$ cat src/rtl/clave_sequencer_if.sv
// Control/status bundle between the game FSM (master) and the clave sequencer (slave).
interface clave_sequencer_if;
  logic       en;
  logic       start;
  logic       stop;
  logic       pause;
  logic [3:0] bars;
  logic       hit;
  logic       note;
  logic [3:0] step;
  logic [3:0] bar;
  logic       running;
  logic       done;

  modport master (
    output en, start, stop, pause, bars,
    input  hit, note, step, bar, running, done
  );

  modport slave (
    input  en, start, stop, pause, bars,
    output hit, note, step, bar, running, done
  );
endinterface

$ cat src/rtl/clave_sequencer.sv
// Clave rhythm sequencer: divides the beat strobe into steps, walks a 16-step
// strike pattern, drives a retriggerable note gate and counts bars.
//   state | meaning
//   IDLE  | stopped, counters cleared
//   RUN   | sequencing on enabled cycles
//   HOLD  | paused, everything frozen, note level held
module clave_sequencer #(
  parameter logic [12:0] TICK_DIV = 13'd6600,
  parameter logic [15:0] PATTERN  = 16'h1449,
  parameter logic [7:0]  NOTE_LEN = 8'd200
) (
  input logic              clk,
  input logic              reset,
  clave_sequencer_if.slave sq
);

  typedef enum logic [1:0] {
    IDLE = 2'd0,
    RUN  = 2'd1,
    HOLD = 2'd2
  } state_t;

  state_t      state;
  state_t      state_nxt;
  logic [12:0] tick_cnt;
  logic [12:0] tick_nxt;
  logic [3:0]  step_q;
  logic [3:0]  step_nxt;
  logic [3:0]  step_inc;
  logic [3:0]  bar_q;
  logic [3:0]  bar_nxt;
  logic [3:0]  bars_lat;
  logic [3:0]  bars_lat_nxt;
  logic [7:0]  note_cnt;
  logic [7:0]  note_cnt_nxt;
  logic        hit_q;
  logic        hit_nxt;
  logic        note_q;
  logic        done_q;
  logic        done_nxt;
  logic        running_q;

  logic active;
  logic advance;
  logic step_end;
  logic bar_end;
  logic last_bar;
  logic finish;

  // A sequence position moves only when active, enabled and not held by pause,
  // so leaving HOLD on an enabled cycle already counts that cycle.
  assign active   = (state == RUN) || (state == HOLD);
  assign advance  = active && sq.en && !sq.pause;
  assign step_end = (tick_cnt == (TICK_DIV - 13'd1));
  assign step_inc = step_q + 4'd1;
  assign bar_end  = step_end && (step_q == 4'd15);
  assign last_bar = (bars_lat != 4'd0) && ((bar_q + 4'd1) == bars_lat);
  assign finish   = advance && bar_end && last_bar;

  always_ff @(posedge clk) begin
    if (reset) begin
      state <= IDLE;
    end else begin
      state <= state_nxt;
    end
  end

  always_comb begin
    state_nxt = state;
    if (sq.stop) begin
      state_nxt = IDLE;
    end else if (sq.start) begin
      state_nxt = RUN;
    end else begin
      case (state)
        RUN: begin
          if (sq.pause)  state_nxt = HOLD;
          else if (finish) state_nxt = IDLE;
        end
        HOLD: begin
          if (!sq.pause) state_nxt = finish ? IDLE : RUN;
        end
        default: state_nxt = IDLE;
      endcase
    end
  end

  always_comb begin
    tick_nxt     = tick_cnt;
    step_nxt     = step_q;
    bar_nxt      = bar_q;
    bars_lat_nxt = bars_lat;
    note_cnt_nxt = note_cnt;
    hit_nxt      = 1'b0;
    done_nxt     = 1'b0;

    if (advance && (note_cnt != 8'd0)) begin
      note_cnt_nxt = note_cnt - 8'd1;
    end

    if (sq.stop) begin
      tick_nxt     = '0;
      step_nxt     = '0;
      bar_nxt      = '0;
      note_cnt_nxt = '0;
    end else if (sq.start) begin
      bars_lat_nxt = sq.bars;
      tick_nxt     = '0;
      step_nxt     = '0;
      bar_nxt      = '0;
      hit_nxt      = PATTERN[0];
    end else if (advance) begin
      if (!step_end) begin
        tick_nxt = tick_cnt + 13'd1;
      end else if (bar_end && last_bar) begin
        // Final bar complete: no strike on the wrap, gate cut immediately.
        tick_nxt     = '0;
        step_nxt     = '0;
        bar_nxt      = '0;
        note_cnt_nxt = '0;
        done_nxt     = 1'b1;
      end else begin
        tick_nxt = '0;
        step_nxt = step_inc;
        hit_nxt  = PATTERN[step_inc];
        if (bar_end) bar_nxt = bar_q + 4'd1;
      end
    end

    // A strike reloads the gate, overriding the decrement on the same cycle.
    if (hit_nxt) begin
      note_cnt_nxt = NOTE_LEN;
    end
  end

  always_ff @(posedge clk) begin
    if (reset) begin
      tick_cnt  <= '0;
      step_q    <= '0;
      bar_q     <= '0;
      bars_lat  <= '0;
      note_cnt  <= '0;
      hit_q     <= 1'b0;
      note_q    <= 1'b0;
      done_q    <= 1'b0;
      running_q <= 1'b0;
    end else begin
      tick_cnt  <= tick_nxt;
      step_q    <= step_nxt;
      bar_q     <= bar_nxt;
      bars_lat  <= bars_lat_nxt;
      note_cnt  <= note_cnt_nxt;
      hit_q     <= hit_nxt;
      note_q    <= (note_cnt_nxt != 8'd0);
      done_q    <= done_nxt;
      running_q <= (state_nxt != IDLE);
    end
  end

  assign sq.hit     = hit_q;
  assign sq.note    = note_q;
  assign sq.step    = step_q;
  assign sq.bar     = bar_q;
  assign sq.running = running_q;
  assign sq.done    = done_q;

endmodule

$ cat src/flat_wrapper.sv
// flat-port wrapper written by rule: the top's interface ports become plain ports
module clave_sequencer_flat 
#(
  parameter logic [12:0] TICK_DIV = 13'd6600,
  parameter logic [15:0] PATTERN  = 16'h1449,
  parameter logic [7:0]  NOTE_LEN = 8'd200
)
  (clk, reset, sq_en, sq_start, sq_stop, sq_pause, sq_bars, sq_hit, sq_note, sq_step, sq_bar, sq_running, sq_done);
  clave_sequencer_if sq_i ();
  input logic clk;
  input logic reset;
  input wire logic [$bits(sq_i.en)-1:0] sq_en;
  input wire logic [$bits(sq_i.start)-1:0] sq_start;
  input wire logic [$bits(sq_i.stop)-1:0] sq_stop;
  input wire logic [$bits(sq_i.pause)-1:0] sq_pause;
  input wire logic [$bits(sq_i.bars)-1:0] sq_bars;
  output wire logic [$bits(sq_i.hit)-1:0] sq_hit;
  output wire logic [$bits(sq_i.note)-1:0] sq_note;
  output wire logic [$bits(sq_i.step)-1:0] sq_step;
  output wire logic [$bits(sq_i.bar)-1:0] sq_bar;
  output wire logic [$bits(sq_i.running)-1:0] sq_running;
  output wire logic [$bits(sq_i.done)-1:0] sq_done;
  assign sq_i.en = sq_en;
  assign sq_i.start = sq_start;
  assign sq_i.stop = sq_stop;
  assign sq_i.pause = sq_pause;
  assign sq_i.bars = sq_bars;
  assign sq_hit = sq_i.hit;
  assign sq_note = sq_i.note;
  assign sq_step = sq_i.step;
  assign sq_bar = sq_i.bar;
  assign sq_running = sq_i.running;
  assign sq_done = sq_i.done;
  clave_sequencer #(.TICK_DIV(TICK_DIV), .PATTERN(PATTERN), .NOTE_LEN(NOTE_LEN)) u_core (.clk(clk), .reset(reset), .sq(sq_i));
endmodule
$ cat config.mk
export PLATFORM = sky130hd
export DESIGN_NAME = clave_sequencer_flat
export DESIGN_NICKNAME = d
export VERILOG_FILES = /design/src/rtl/clave_sequencer_if.sv /design/src/rtl/clave_sequencer.sv /design/src/flat_wrapper.sv
export SDC_FILE = /design/constraint.sdc
export NUM_CORES = 1
export LEC_CHECK = 0
export ABC_AREA = 1
export BUFFER_PORTS_ARGS = -buffer_cell sky130_fd_sc_hd__buf_2
export CAP_MARGIN = 25
export CORE_ASPECT_RATIO = 0.5
export CORE_MARGIN = 10
export CORE_UTILIZATION = 45
export CTS_CLUSTER_SIZE = 24
export DETAILED_ROUTE_END_ITERATION = 7
export PLACE_DENSITY_LB_ADDON = 0.25
export SYNTH_ARGS = -nofsm -noshare
export SYNTH_HDL_FRONTEND = slang
export SYNTH_SLANG_ARGS = --single-unit
$ cat constraint.sdc
create_clock -name clk -period 1.8 [get_ports clk]
set_input_delay 0.09 -clock clk [delete_from_list [all_inputs] [get_ports clk]]
set_output_delay 0.09 -clock clk [all_outputs]
set_load 0.005 [all_outputs]
==> results of run 1 <==
==> flip-flops by register name, indices dropped and copies added (netlist names) <==
name,count
u_core.bars_lat,4
u_core.tick_cnt,13
u_core.sq.running,1
u_core.sq.bar,4
u_core.sq.hit,1
u_core.state,2
u_core.note_cnt,8
u_core.sq.note,1
u_core.sq.step,4
u_core.sq.done,1
==> layout make-up <==
class | instances | share of cell area
timing repair inverter | 1 | 0.00226
inverter | 51 | 0.0592
sequential | 39 | 0.239
clock buffer | 8 | 0.0302
timing repair buffer | 91 | 0.197
multi-input combinational | 231 | 0.446
tap | 70 | 0.0264
==> per-layer routing <==
layer  GRT usage  up-vias
li1            -     1239
met1       0.153     1186
met2       0.269       59
met3      0.0353       21
met4      0.0572        0
met5           0        -
==> worst max-delay path, delay by kind of cell (launching register included) <==
kind	cells	cell delay, ns
DFF	1	0.37
AOI/OAI and AO/OA	2	0.23
adders and majority gates	1	0.23
and+or+nand+nor	7	0.93
==> power groups by stage <==
stage	Clock, mW	Sequential [mW]	Combinational (mW)
floorplan	0	0.905	0.0833
global route	0.708	0.887	0.186
CTS	0.664	0.885	0.152
global placement	0	0.906	0.141
detailed placement	0	0.905	0.144
finish	0.662	0.885	0.168
==> timing repair <==
| item | CTS | global route |
|---|---|---|
| resized for setup | 21 | 50 |
| buffers inserted | 14 | 7 |
| cloned | 0 | 1 |
| endpoints found under the hold margin | 0 | 0 |
| pin swaps | 15 | 29 |
| setup endpoints to repair | 17 | 26 |
==> cell usage in the layout, fill, tap and decap left out, types with 4 or more instances in the layout <==
master     n
buf_2     21
o21ai_0    5
nand4_1    4
inv_1     33
clkbuf_8   7
a211oi_1   4
ha_4       4
xor2_1     5
buf_4     64
nor3_1     7
a21oi_1   17
nor2_4    11
nor2_1    35
dfxtp_2    6
inv_2     14
nand3_1   19
buf_6      6
nand2_1   62
dfxtp_1   32
nand2_2   12
nand3_2    7
a21oi_2    4
==> metrics by stage <==
stage / worst slack, ns / TNS, ns
finish: -0.0660 / -0.160
global route: -0.209 / -1.62
CTS: -0.0794 / -0.141
detailed placement: -0.123 / -0.499
global placement: -0.0777 / -0.207
floorplan: -0.0245 / -0.0400
==> how the worst max path moves through the flow <==
stage | from | to
after global routing | u_core.sq.step[0] | u_core.sq.note
after floorplan | u_core.state[0] | u_core.sq.note
after global placement | u_core.state[0] | u_core.tick_cnt[11]
after detailed placement | u_core.state[0] | u_core.tick_cnt[10]
final | u_core.tick_cnt[0] | u_core.sq.note
after CTS | u_core.state[0] | u_core.tick_cnt[10]
==> logic make-up after synthesis <==
logic type / after synthesis
xor gates and xnor gates: 6
and+or+nand+nor: 172
buffers and inverters: 53
adders and majority gates: 8
AOI/OAI and AO/OA: 45
DFF: 39
==> impl_metrics.csv, run 1 <==
group,metric,value,unit
outcome,outcome,"finished with violations",
outcome,violations,"setup timing",
pwr,seq_power_share,0.516,
synth,synth_edf_count,0,
pwr,power_density,517,nW/um^2
detailed_routing,wirelength,6.91,mm
cts,cts_buffers,5,
pwr,p_int,1.30,mW
detailed_routing,route.detailed.drc,0,
critical_path,path_common_cell,"nor2_4",
synth,ys_seq_elements,39,
final_layout,final_area,3320,um^2
cts,cts_buffer_depth,2,
placement,place_congestion,0.877,
final_layout,drive_gt1_frac,0.425,
synth,synthMostInstantiatedCell,"nand2_1",
final_layout,num_antenna_cells,0,
hold_path,hp-class,"input pin to flip-flop",
final_layout,finalNonFillerCells,491,
synth,synth_top_family_by_area,"simple AND/OR/NAND/NOR gates",
critical_path,rr_startpoint,"u_core.tick_cnt[0]",
global_routing,overflow,0,
placement,io_buffer_count,21,
job,drv_cap,0,
synth,synth_top_area_frac,0.345,
synth,synth_warnings,0,
final_layout,syn_to_final_growth,46.7,%
critical_path,crit_chain,"ha_2 -> nand3_1 -> nor2_4 -> nand3_2 -> nor2_4 -> nand3_4 -> a21oi_2 -> nand2_1 -> nor2_1 -> a21oi_1",
pwr,p_total,1.71,mW
critical_path,crit_path_end_kind,"flip-flop",
synth,synth_cell_type_count,35,
sta,period_share,1.04,
global_routing,grt_pass1_wl,10.3,mm
synth,synth_fp_nets,341,
pwr,comb_power_share,0.098,
pwr,clkPwrFrac,0.386,
die,die_h,70.1,um
synth,synth-simple-area-share,0.369,
synth,synth_compound_area_frac,0.124,
critical_path,critPathArrivalTime,2.06,ns
die,die_x,120,um
die,dieArea,8430,um^2
detailed_routing,vias_per_cell,5.10,
synth,synth_flop_cell,"dfxtp_1",
cts,cts_root_buf,"clkbuf_8",
synth,synthTopCellsByCount,"71 x nand2_1, 43 x inv_1, 39 x dfxtp_1, 39 x nor2_1, 23 x nand3_1",
hold_path,min_path_cells,3,
synth,syn_area_per_cell,7.00,um^2
sta,rsz0062_at_grt,"yes",
critical_path,criticalPathCategory,"flip-flop to flip-flop",
final_layout,multiInputGateArea,1480,um^2
placement,dpl_cell_area,2810,um^2
final_layout,register_area,792,um^2
cts,clock-sinks,39,
critical_path,reg2reg_depth,10,
die,io_pins,22,
global_routing,grt_pass1_vias,2386,
sta,hold_ws,0.0682,ns
pwr,power_switching,0.417,mW
pwr,sw_frac_of_total,0.243,
cts,cts_tree,"done",
synth,yosys.area_share.adder,0.0443,
sta,maxSlewViolCount,0,
final_layout,nets,438,
synth,synthXorXnorAreaFrac,0.0232,
final_layout,utilization,0.679,
global_routing,grt_max_degree,15,
sta,relSlewSlack,0.767,
die,num_rows,18,
critical_path,rr_endpoint,"u_core.sq.note",
synth,syn_inst,323,
cts,clock_latency,0.29,ns
detailed_routing,routed-wl-met2,3.75,mm
hold_path,hold_path_end,"u_core.bars_lat[2]",
detailed_routing,ant_nets,0,
cts,cts_max_level,2,
sta,setup_slack,-0.0660,ns
global_routing,track_usage,0.144,
synth,ys_seq_area_frac,0.345,
synth,yosysTopAreaCell,"dfxtp_1",
detailed_routing,met1_length,2.77,mm
sta,fmax,536,MHz
detailed_routing,via_count,2505,
die,core,4890,um^2
sta,clock_skew,0.00313,ns
placement,dp_hpwl,4.30,mm
synth,synth_area,2260,um^2
critical_path,slowest_stage,"dfxtp_1",
cts,postCtsHoldBufs,0,
detailed_routing,drtPass1Iterations,5,
synth,ys_async_sr_fraction,0,
detailed_routing,wl_per_cell,14.1,um
detailed_routing,met3_length,252,um
pwr,p_leak,1.48,nW
global_routing,antenna_found_initial,0,
detailed_routing,dr.max_layer_used,"met4",
hold_path,worstHoldStart,"sq_bars[2]",
sta,hold_viol_final,0,
placement,place_inst,462,
sta,period_minus_slack,1.87,ns
pwr,peakVddDrop,0.339,mV
critical_path,cp.required,1.99,ns
detailed_routing,drt-initial-drc-count,148,
synth,synth_area_leaders,"dfxtp_1 35%, nand2_1 12%, inv_1 7.1%",
die,initial_core_util,0.463,
cts,path_clk_slew,0.08,ns
sta,worst_pin_slew,0.348,ns
critical_path,worst_setup_path_start_kind,"flip-flop",
synth,muxShareOfSynthArea,0,
critical_path,cp_max_fo,4,
critical_path,critPathMaxStageDelay,0.37,ns
sta,setup_violations,4,
final_layout,fill_cells,395,
critical_path,rrSetupSlack,-0.07,ns
(Power assumes the default switching activity.)
==> inputs of run 2 (changes only) <==
--- a/config.mk
+++ b/config.mk
@@ -8,9 +8,11 @@
 export ABC_AREA = 1
 export BUFFER_PORTS_ARGS = -buffer_cell sky130_fd_sc_hd__buf_2
 export CAP_MARGIN = 25
+export CELL_PAD_IN_SITES_DETAIL_PLACEMENT = 0
+export CELL_PAD_IN_SITES_GLOBAL_PLACEMENT = 1
 export CORE_ASPECT_RATIO = 0.5
 export CORE_MARGIN = 10
-export CORE_UTILIZATION = 45
+export CORE_UTILIZATION = 38
 export CTS_CLUSTER_SIZE = 24
 export DETAILED_ROUTE_END_ITERATION = 7
 export PLACE_DENSITY_LB_ADDON = 0.25
==> impl_metrics.csv, run 2 (same netlist as run 1, synthesis figures left out) <==
group,metric,value,unit
die,core,5610,um^2
pwr,peakVddDrop,0.336,mV
placement,dpl_cell_area,2800,um^2
sta,maxSlewViolCount,0,
job,drv_cap,0,
global_routing,antenna_found_initial,0,
cts,clock-sinks,39,
outcome,violations,"setup timing",
pwr,sw_frac_of_total,0.228,
final_layout,final_common_cell,"nand2_1",
detailed_routing,ant_nets,0,
final_layout,largest_reg_flops,13,
cts,path_clk_slew,0.06,ns
critical_path,cp.required,1.97,ns
placement,place_congestion,0.896,
hold_path,hp-class,"input pin to flip-flop",
final_layout,drive_gt1_frac,0.440,
sta,rsz0062_at_grt,"yes",
die,dieArea,9620,um^2
final_layout,finalNonFillerCells,493,
cts,cts_buffer_depth,2,
detailed_routing,via_count,2359,
sta,clock_skew,0.00476,ns
die,io_pins,22,
sta,hold_viol_final,0,
pwr,power_density,579,nW/um^2
outcome,outcome,"finished with violations",
sta,period_minus_slack,1.90,ns
cts,cts_buffers,5,
final_layout,final_area,3440,um^2
final_layout,layout_common_cells,"61 x nand2_1, 57 x buf_4, 34 x nor2_1",
pwr,comb_power_share,0.085,
die,die_x,129,um
final_layout,syn_to_final_growth,52.3,%
placement,dp_hpwl,4.37,mm
global_routing,track_usage,0.129,
sta,setup_slack,-0.0965,ns
pwr,clkPwrFrac,0.470,
sta,period_share,1.05,
critical_path,criticalPathCategory,"flip-flop to flip-flop",
placement,pre_cts_ws,-0.114,ns
detailed_routing,drt-initial-drc-count,114,
detailed_routing,wirelength,6.50,mm
pwr,p_leak,1.52,nW
cts,cts_max_level,2,
global_routing,grt_pass1_vias,2307,
die,die_h,74.5,um
detailed_routing,drtPass1Iterations,5,
pwr,power_switching,0.455,mW
global_routing,grt_pass1_wl,10.2,mm
cts,postCtsHoldBufs,0,
critical_path,crit_path_end_kind,"flip-flop",
pwr,p_int,1.54,mW
final_layout,biggestRegsByFlops,"u_core.tick_cnt x13, u_core.note_cnt x8",
critical_path,critPathArrivalTime,2.07,ns
global_routing,grt_max_degree,15,
sta,setup_violations,6,
pwr,seq_power_share,0.445,
critical_path,cp_max_fo,4,
die,num_rows,19,
final_layout,regMostFlops,"u_core.tick_cnt",
placement,io_buffer_count,21,
cts,cts_tree,"done",
sta,finalSetupTns,-0.300,ns
final_layout,nets,437,
cts,clock_latency,0.28,ns
detailed_routing,wl_per_cell,13.2,um
global_routing,overflow,0,
detailed_routing,route.detailed.drc,0,
sta,worst_pin_slew,0.295,ns
final_layout,fill_cells,485,
sta,relSlewSlack,0.802,
placement,place_inst,463,
critical_path,worst_setup_path_start_kind,"flip-flop",
sta,fmax,527,MHz
detailed_routing,vias_per_cell,4.78,
die,initial_core_util,0.403,
cts,cts_root_buf,"clkbuf_16",
final_layout,num_antenna_cells,0,
## run 2: power groups by stage
stage | combinational, mW | sequential, mW | clock [mW]
after floorplan | 0.0833 | 0.905 | 0
after global placement | 0.140 | 0.906 | 0
after detailed placement | 0.142 | 0.906 | 0
after CTS | 0.150 | 0.888 | 0.958
after global routing | 0.188 | 0.888 | 0.994
final | 0.169 | 0.886 | 0.938
## run 2: critical path, stage by stage, from the launching register on
cell and delay [ns]:
dfxtp_4 0.38, ha_4 0.16, nand2_4 0.07, nor2_4 0.15
nand3_4 0.10, nor2_4 0.10, buf_4 0.13, nand4_4 0.13
nand2_2 0.15, nand2_1 0.07, a21oi_2 0.13, nand2_1 0.06
nor2_1 0.09, a21oi_1 0.06
## run 2: per-stage QoR
step / total power [mW] / util / hold slack (ns)
after floorplan: 0.988 / - / 0.168
after CTS: 2.00 / 0.559 / 0.0828
after detailed placement: 1.05 / 0.499 / 0.383
after global routing: 2.07 / 0.614 / 0.0937
final: 1.99 / 0.614 / 0.0844
after global placement: 1.05 / 0.499 / 0.374
## run 2: path summary, 6_finish.rpt
path / startpoint / endpoint / slack (ns) / cells after the start
worst max-delay path: u_core.sq.step[0] / u_core.sq.note / -0.1 / 13
worst min-delay path: sq_bars[2] / u_core.bars_lat[2] / 0.08 / 3
worst max register to register: u_core.sq.step[0] / u_core.sq.note / -0.1 / 13
worst min register to register: u_core.sq.bar[3] / u_core.sq.bar[3] / 0.50 / 2
## run 2: area by class of cell
| class | count | area, um^2 | share of cell area |
|---|---|---|---|
| inverters | 51 | 201 | 0.0585 |
| clock inverters | 1 | 7.51 | 0.00218 |
| well taps | 73 | 91.3 | 0.0265 |
| flip-flops and latches | 39 | 793 | 0.230 |
| multi-input cells | 231 | 1510 | 0.439 |
| clock buffers | 7 | 153 | 0.0443 |
| repair buffers | 90 | 677 | 0.197 |
| repair inverters | 1 | 7.51 | 0.00218 |
## run 2: what timing repair did
item | 4_1_cts | 5_1_grt
gates cloned | 1 | 0
endpoints found under the setup margin | 10 | 27
pin swaps | 8 | 26
gates resized for setup | 20 | 67
buffers inserted | 12 | 12
## run 2: routing by layer
metal / track usage / share of wire / up-vias
met2: 0.242 / 0.53 / 23
li1: - / - / 1235
met4: 0.0275 / 0.0048 / 0
met1: 0.148 / 0.44 / 1096
met5: 0 / 0 / -
met3: 0.0312 / 0.028 / 5
==> inputs of run 3 (changes only) <==
--- a/config.mk
+++ b/config.mk
@@ -11,11 +11,11 @@
 export CELL_PAD_IN_SITES_DETAIL_PLACEMENT = 0
 export CELL_PAD_IN_SITES_GLOBAL_PLACEMENT = 1
 export CORE_ASPECT_RATIO = 0.5
-export CORE_MARGIN = 10
 export CORE_UTILIZATION = 38
 export CTS_CLUSTER_SIZE = 24
 export DETAILED_ROUTE_END_ITERATION = 7
 export PLACE_DENSITY_LB_ADDON = 0.25
+export SKIP_LAST_GASP = 1
 export SYNTH_ARGS = -nofsm -noshare
 export SYNTH_HDL_FRONTEND = slang
 export SYNTH_SLANG_ARGS = --single-unit
==> impl_metrics.csv, run 3 (same netlist as run 1, synthesis figures left out) <==
group,metric,value,unit
cts,cts_buffer_depth,2,
global_routing,overflow,0,
final_layout,final_area,3410,um^2
die,die_x,111,um
sta,setup_slack,-0.0339,ns
die,die_h,56.5,um
placement,dp_hpwl,4.12,mm
hold_path,worstHoldStart,"sq_bars[2]",
detailed_routing,wl_per_cell,11.9,um
final_layout,layout_common_cells,"63 x buf_4, 62 x nand2_1, 36 x nor2_1",
die,io_pins,22,
final_layout,largest_reg_flops,13,
final_layout,regMostFlops,"u_core.tick_cnt",
cts,path_clk_slew,0.06,ns
final_layout,fill_cells,495,
cts,cts_buffers,5,
cts,cts_tree,"done",
hold_path,min_path_cells,3,
job,drv_cap,0,
final_layout,drive_gt1_frac,0.448,
placement,pre_cts_ws,-0.148,ns
pwr,p_leak,1.48,nW
hold_path,hold_path_end,"u_core.bars_lat[2]",
global_routing,track_usage,0.197,
detailed_routing,vias_per_cell,4.71,
placement,place_congestion,0.874,
die,dieArea,6280,um^2
global_routing,grt_max_degree,15,
die,initial_core_util,0.403,
final_layout,nets,437,
sta,rsz0062_at_grt,"yes",
pwr,comb_power_share,0.086,
final_layout,num_antenna_cells,0,
placement,place_inst,462,
detailed_routing,drtPass1Iterations,4,
detailed_routing,drt-initial-drc-count,74,
critical_path,cp.required,1.97,ns
detailed_routing,via_count,2323,
critical_path,crit_chain,"ha_4 -> inv_2 -> nand2_1 -> nand2_1 -> nand3_2 -> nor2_4 -> buf_6 -> nand4_4 -> nand2_4 -> nand2_2 -> a21oi_2 -> nand2_1 -> nor2_1 -> a21oi_1",
global_routing,grt_pass1_vias,2298,
cts,cts_root_buf,"clkbuf_16",
final_layout,syn_to_final_growth,51.0,%
critical_path,criticalPathCategory,"flip-flop to flip-flop",
critical_path,critPathMaxStageDelay,0.35,ns
critical_path,crit_path_end_kind,"flip-flop",
placement,io_buffer_count,21,
pwr,power_density,565,nW/um^2
pwr,clkPwrFrac,0.457,
critical_path,critPathArrivalTime,2.00,ns
outcome,outcome,"finished with violations",
critical_path,path_common_cell,"nand2_1",
die,num_rows,19,
cts,clock-sinks,39,
sta,fmax,545,MHz
sta,relSlewSlack,0.811,
sta,period_minus_slack,1.83,ns
final_layout,finalNonFillerCells,493,
sta,worst_pin_slew,0.283,ns
pwr,sw_frac_of_total,0.245,
pwr,p_int,1.46,mW
sta,maxSlewViolCount,0,
hold_path,hp-class,"input pin to flip-flop",
critical_path,cp_max_fo,3,
detailed_routing,route.detailed.drc,0,
placement,dpl_cell_area,2790,um^2
critical_path,slowest_stage,"dfxtp_4",
detailed_routing,wirelength,5.87,mm
sta,hold_viol_final,0,
critical_path,rr_endpoint,"u_core.sq.note",
sta,period_share,1.02,
final_layout,biggestRegsByFlops,"u_core.tick_cnt x13, u_core.note_cnt x8",
pwr,power_switching,0.471,mW
final_layout,final_common_cell,"buf_4",
sta,hold_ws,0.0896,ns
critical_path,rr_startpoint,"u_core.sq.bar[1]",
cts,clock_latency,0.28,ns
global_routing,antenna_found_initial,0,
die,core,5610,um^2
global_routing,grt_pass1_wl,9.93,mm
detailed_routing,ant_nets,0,
final_layout,utilization,0.608,
cts,cts_max_level,2,
sta,clock_skew,0.00669,ns
critical_path,rrSetupSlack,-0.03,ns
critical_path,worst_setup_path_start_kind,"flip-flop",
pwr,seq_power_share,0.458,
critical_path,reg2reg_depth,14,
pwr,peakVddDrop,0.323,mV
outcome,violations,"setup timing",
sta,setup_violations,1,
-- run 3: worst max path at each step --
stage | start | endpoint | slack, ns | depth (start not counted)
floorplan | u_core.state[0] | u_core.sq.note | -0.02 | 14
global placement | u_core.state[0] | u_core.sq.note | -0.12 | 14
detailed placement | u_core.state[0] | u_core.sq.note | -0.15 | 14
CTS | u_core.state[0] | u_core.tick_cnt[10] | -0.05 | 13
global route | u_core.sq.bar[1] | u_core.sq.note | -0.17 | 14
finish | u_core.sq.bar[1] | u_core.sq.note | -0.03 | 14
-- run 3: power groups by stage --
| stage | Clock [mW] | Combinational, mW | Sequential [mW] |
|---|---|---|---|
| after floorplan | 0 | 0.0833 | 0.905 |
| after global placement | 0 | 0.143 | 0.905 |
| after detailed placement | 0 | 0.144 | 0.905 |
| after CTS | 0.904 | 0.152 | 0.885 |
| after global routing | 0.948 | 0.183 | 0.883 |
| final | 0.880 | 0.165 | 0.882 |
-- run 3: cell type report --
type | instances | area (um^2) | area share
Multi-Input combinational cell | 231 | 1510 | 0.444
Timing Repair inverter | 1 | 7.51 | 0.00220
Tap cell | 73 | 91.3 | 0.0268
Inverter | 51 | 201 | 0.0590
Timing Repair Buffer | 90 | 654 | 0.192
Sequential cell | 39 | 800 | 0.234
Clock buffer | 5 | 125 | 0.0367
Clock inverter | 3 | 20.0 | 0.00587
-- run 3: routing by layer --
| metal | global-route usage | wire length, um | up-vias |
|---|---|---|---|
| met3 | 0.0475 | 190 | 7 |
| met4 | 0.0714 | 63 | 0 |
| met1 | 0.233 | 2680 | 1058 |
| met2 | 0.351 | 2940 | 25 |
| met5 | 0 | 0 | - |
| li1 | - | - | 1233 |
-- run 3: worst max-delay path, delay by kind of cell (launching register included) --
family | cells | cell delay [ns]
buffers and inverters | 2 | 0.15
AOI/OAI and AO/OA | 2 | 0.19
adders and majority gates | 1 | 0.25
and+or+nand+nor | 9 | 0.78
DFF | 1 | 0.35
-- run 3: per-stage QoR --
| step | setup TNS, ns | total power, mW |
|---|---|---|
| finish | -0.0339 | 1.93 |
| global route | -1.13 | 2.01 |
| CTS | -0.106 | 1.94 |
| detailed placement | -0.558 | 1.05 |
| global placement | -0.264 | 1.05 |
| floorplan | -0.0400 | 0.988 |
-- run 3: repair_timing --
item / 4_1_cts / 5_1_grt
hold endpoints to repair: 0 / 0
hold buffers: 0 / 0
setup endpoints to repair: 11 / 27
resized for setup: 20 / 63
setup buffers: 18 / 6
pin swaps: 17 / 34
gates cloned: 1 / 0
